<file path="config.mk">
export PLATFORM = sky130hd
export DESIGN_NAME = t_ff_monitor
export DESIGN_NICKNAME = d
export VERILOG_FILES = /design/src/rtl/t_ff_monitor.sv
export SDC_FILE = /design/constraint.sdc
export NUM_CORES = 1
export LEC_CHECK = 0
export ABC_AREA = 1
export ABC_CLOCK_PERIOD_IN_PS = 2100
export BUFFER_PORTS_ARGS = -buffer_cell sky130_fd_sc_hd__buf_2
export CORE_MARGIN = 2
export CORE_UTILIZATION = 57
export DETAILED_ROUTE_END_ITERATION = 10
export PLACE_DENSITY = 0.87
export SLEW_MARGIN = 5
export SYNTH_ARGS = -nofsm -noshare
export SYNTH_HDL_FRONTEND = slang
export SYNTH_SLANG_ARGS = --single-unit
export TNS_END_PERCENT = 5
</file>
<file path="constraint.sdc">
create_clock -name clk -period 2.1 [get_ports clk]
set_clock_uncertainty 0.15 [all_clocks]
set_input_delay 0.525 -clock clk [delete_from_list [all_inputs] [get_ports clk]]
set_output_delay 0.525 -clock clk [all_outputs]
set_load 0.01 [all_outputs]
</file>
<file path="src/rtl/t_ff_monitor.sv">
// Toggle monitor: synchronises a free-running toggle input, counts its transitions,
// measures the clk-cycle interval between them and flags a stall when toggling stops.
module t_ff_monitor #(
  parameter int CNT_W       = 8,
  parameter int PER_W       = 16,
  parameter int STALL_LIMIT = 1000
) (
  input  logic             clk,
  input  logic             reset,
  input  logic             enable,
  input  logic             clear,
  input  logic             t_in,
  output logic             edge_pulse,
  output logic [CNT_W-1:0] toggle_cnt,
  output logic [PER_W-1:0] half_per,
  output logic             per_valid,
  output logic             stall,
  output logic [1:0]       state
);

  localparam logic [1:0] ST_IDLE  = 2'd0;
  localparam logic [1:0] ST_ARMED = 2'd1;
  localparam logic [1:0] ST_RUN   = 2'd2;
  localparam logic [1:0] ST_STALL = 2'd3;

  localparam logic [PER_W-1:0] STALL_LIM = PER_W'(STALL_LIMIT);

  logic             sync_p0;
  logic             sync_p1;
  logic             sync_p2;
  logic [1:0]       warm;
  logic             warm_done;
  logic             edge_det;
  logic [PER_W-1:0] ic;

  function automatic logic [PER_W-1:0] sat_inc(input logic [PER_W-1:0] v);
    return (&v) ? v : v + PER_W'(1);
  endfunction

  assign warm_done = warm[1];
  assign edge_det  = warm_done & (sync_p1 ^ sync_p2);
  assign stall     = (state == ST_STALL);

  // Stage p0..p2: two-flop synchroniser plus delayed copy for edge detection.
  // During warm-up the delayed copy tracks the first flop, so a high input at
  // reset release lines up with sync_p1 and produces no spurious edge.
  always_ff @(posedge clk or negedge reset) begin
    if (!reset) begin
      sync_p0 <= 1'b0;
      sync_p1 <= 1'b0;
      sync_p2 <= 1'b0;
      warm    <= 2'd0;
    end else begin
      sync_p0 <= t_in;
      sync_p1 <= sync_p0;
      sync_p2 <= warm_done ? sync_p1 : sync_p0;
      if (!warm_done) warm <= warm + 2'd1;
    end
  end

  // Stage p3: FSM, edge counting and interval measurement.
  always_ff @(posedge clk or negedge reset) begin
    if (!reset) begin
      state      <= ST_IDLE;
      ic         <= '0;
      toggle_cnt <= '0;
      half_per   <= '0;
      per_valid  <= 1'b0;
      edge_pulse <= 1'b0;
    end else begin
      edge_pulse <= 1'b0;
      if (clear) begin
        toggle_cnt <= '0;
        half_per   <= '0;
        per_valid  <= 1'b0;
        ic         <= '0;
        state      <= enable ? ST_ARMED : ST_IDLE;
      end else if (!enable) begin
        state <= ST_IDLE;
        ic    <= '0;
      end else begin
        case (state)
          ST_IDLE: begin
            state <= ST_ARMED;
            ic    <= '0;
          end
          ST_ARMED, ST_STALL: begin
            if (edge_det) begin
              state      <= ST_RUN;
              toggle_cnt <= toggle_cnt + CNT_W'(1);
              edge_pulse <= 1'b1;
              ic         <= PER_W'(1);
            end else begin
              ic <= sat_inc(ic);
            end
          end
          default: begin
            if (edge_det) begin
              toggle_cnt <= toggle_cnt + CNT_W'(1);
              edge_pulse <= 1'b1;
              half_per   <= ic;
              per_valid  <= 1'b1;
              ic         <= PER_W'(1);
            end else begin
              if (ic == STALL_LIM) state <= ST_STALL;
              ic <= sat_inc(ic);
            end
          end
        endcase
      end
    end
  end

endmodule

</file>
==> impl_metrics.toml <==
[timing]
rsz0062_at_grt = "false"
slew_headroom = 0.652
fmax_ghz = 0.568
setup_ws_ns = 0.340
fin_crit_ns = 1.76
drv_slew = 0
hold_viol_final = 0
fin_tns_setup_ns = 0
tightest_slew_ns = 0.519
setup_viol = 0
period_share = 0.838

[global_route]
grt_pass1_vias = 2106
grt-ovfl-total = 0
grt_pass1_wl_um = 9430
antenna_found_initial = 0
globalRouteMet3Util = 0.0494
use_met2 = 0.380
track_usage = 0.244
met1_usage = 0.327
grt.busiest_layer = "met2"
grt_max_degree = 23

[flow_run]
max-cap-violations = 0

[setup_path]
critPathLaunchType = "register"
worstPathRequired_ns = 2.16
cp_common_cell = "nand2_1"
slowest_delay_ns = 0.40
worstReg2RegStart = "ic[0]$_DFFE_PN0P_"
reg2reg_to = "ic[9]$_DFFE_PN0P_"
path_cells = "ha_1 -> nand2_2 -> nor2_2 -> nand4_2 -> buf_4 -> nand2_1 -> nand2_1 -> nand3_1 -> inv_1"
crit_slowest_cell = "dfrtp_1"
worstSetupPathType = "register to register"
crit_cells = 9
rr_worst_depth = 9
critPathTopFamily = "simple AND/OR/NAND/NOR gates"
end_kind = "register"
critPathBufInv = 2
crit_arrival_ns = 1.82
critPathMaxFanout = 7
rrSetupSlack_ns = 0.34

[routing]
antenna_left = 0
route.detailed.drc = 0
routed_wl_um = 5350
firstDrtPassIters = 4
routed-via-count = 2186
vias_per_cell = 5.49
first_iter_violations = 251
wl_per_cell_um = 13.4

[placed_design]
pre_cts_slack_ns = 0.320
gp_congestion = 1.02
io_buffers = 33
dpl.hpwl_um = 3960

[clock_tree]
cts-resized-gates = 0
cts_tree = "yes"
clkLatencyLatePin_ns = 0.31
postCtsSetupBuffers = 0
cts_root_buf = "clkbuf_8"
clk_path_buf_depth = 2
clock_sinks = 49
cts.reportedPaths.clkPinSlew_ns = 0.09
h-tree-depth = 2
cts_buffers = 5
cts_hold_buf = 0

[floorplanning]
start_util = 0.600
die_w_um = 69.4
die_height_um = 69.4
core_region_area_mm2 = 0.00406
die_area_mm2 = 0.00481
io_pins = 34
core.rowCount = 23

[cells_and_area]
insertedDiodeCount = 0
post-route-util = 0.690
area_delta_synth_final_pct = 15.0
final_net_count = 355
drive_gt1_frac = 0.172

[logic_synthesis]
netlist_top_cells_area = "dfrtp_1 50%, inv_1 9.9%, nand2_1 8.6%, nor2_1 4.6%, nand3_1 4.5%"
ys_ff_latch = 49
synth_most_common_cell = "inv_1"
ys_seq_area_frac = 0.504
async_reset_ff_frac = 1.00
yosysTopAreaCell = "dfrtp_1"
synth-edff-count = 0
synth-warning-count = 0
syn_area_per_cell_um2 = 7.98
syn_inst = 305
ys_types = 26
synth_top_area_frac = 0.504
synthFlopType = "dfrtp_1"
synth_commonest_cells = "64 x inv_1, 56 x nand2_1, 49 x dfrtp_1"
syn-num-nets = 313
syn_area_mm2 = 0.00243

[power_and_ir_drop]
leakagePower_nw = 1.40
p_per_area_mw_per_mm2 = 654
ir_worst_vdd_uv = 351

[run_status]
status = "completed"

[hold_path]
hold_path.class = "input port to async pin"
cells by family after synthesis:
logic type / Yosys count / synth area share
adder cells (fa/ha/maj): 3 / 0.0154
AND/OR/NAND/NOR: 136 / 0.254
AO/OA/AOI/OAI: 46 / 0.104
flip-flops: 49 / 0.504
buffers and inverters: 70 / 0.119
XOR/XNOR: 1 / 0.00360
routing by layer:
layer / vias up / wire length [µm]
li1: 1058 / -
met1: 1004 / 2380
met2: 100 / 2430
met3: 24 / 341
met4: 0 / 203
met5: - / 0
flip-flops by register name, indices dropped and copies added (netlist names):
signal,count
toggle_cnt,8
state,2
half_per,16
sync_p1,1
sync_p0,1
ic,16
edge_pulse,1
sync_p2,1
per_valid,1
warm,2
worst reg2reg max path, delay by kind of cell, from the launching register on:
kind | cells | cell delay, ns
simple gates | 6 | 0.60
buf+inv | 2 | 0.27
flops | 1 | 0.40
fa+ha+maj | 1 | 0.25
stage by stage:
step / hold slack, ns / area, µm² / instances / power, mW
6_report: 0.00954 / 2800 / 398 / 1.83
5_1_grt: 0.0482 / 2800 / 398 / 1.92
4_1_cts: 0.0210 / 2800 / 398 / 1.83
3_5_place_dp: 0.209 / 2680 / 390 / 1.14
3_3_place_gp: 0.206 / 2680 / 390 / 1.14
2_1_floorplan: 0.0794 / 2430 / 305 / 1.08
area by class of cell:
| type | instances | area (µm²) |
|---|---|---|
| Clock buffer | 6 | 82.6 |
| Inverter | 66 | 249 |
| Tap cell | 50 | 62.6 |
| Sequential cell | 49 | 1230 |
| Timing Repair Buffer | 39 | 223 |
| Multi-Input combinational cell | 186 | 918 |
| Clock inverter | 2 | 37.5 |
| Fill cell | 313 | 1260 |
report_power, final:
part	switching (mW)	internal, mW	leakage [nW]
Sequential	0.0218	0.964	0.668
Clock	0.318	0.387	0.0574
Combinational	0.0936	0.0449	0.674
cell usage in the layout (no fill, tap or decap), types with 3 or more instances in the layout:
master    instances
inv_1            64
nand2_1          56
dfrtp_1          49
buf_2            33
nor2_1           30
nand3_1          22
o21ai_0          16
o22ai_1          14
nand4_1          11
a21oi_1          10
nor3_1            7
clkbuf_8          6
buf_4             5
nor2_2            4
o21ai_1           4
ha_1              3
worst max-delay path by stage:
stage | from | end
finish | ic[0]$_DFFE_PN0P_ | ic[9]$_DFFE_PN0P_
global route | ic[0]$_DFFE_PN0P_ | ic[9]$_DFFE_PN0P_
CTS | ic[0]$_DFFE_PN0P_ | ic[9]$_DFFE_PN0P_
detailed placement | enable | state[0]$_DFFE_PN0P_
global placement | enable | state[0]$_DFFE_PN0P_
floorplan | ic[0]$_DFFE_PN0P_ | ic[0]$_DFFE_PN0P_
No activity file was read; power rests on OpenSTA's default activity.
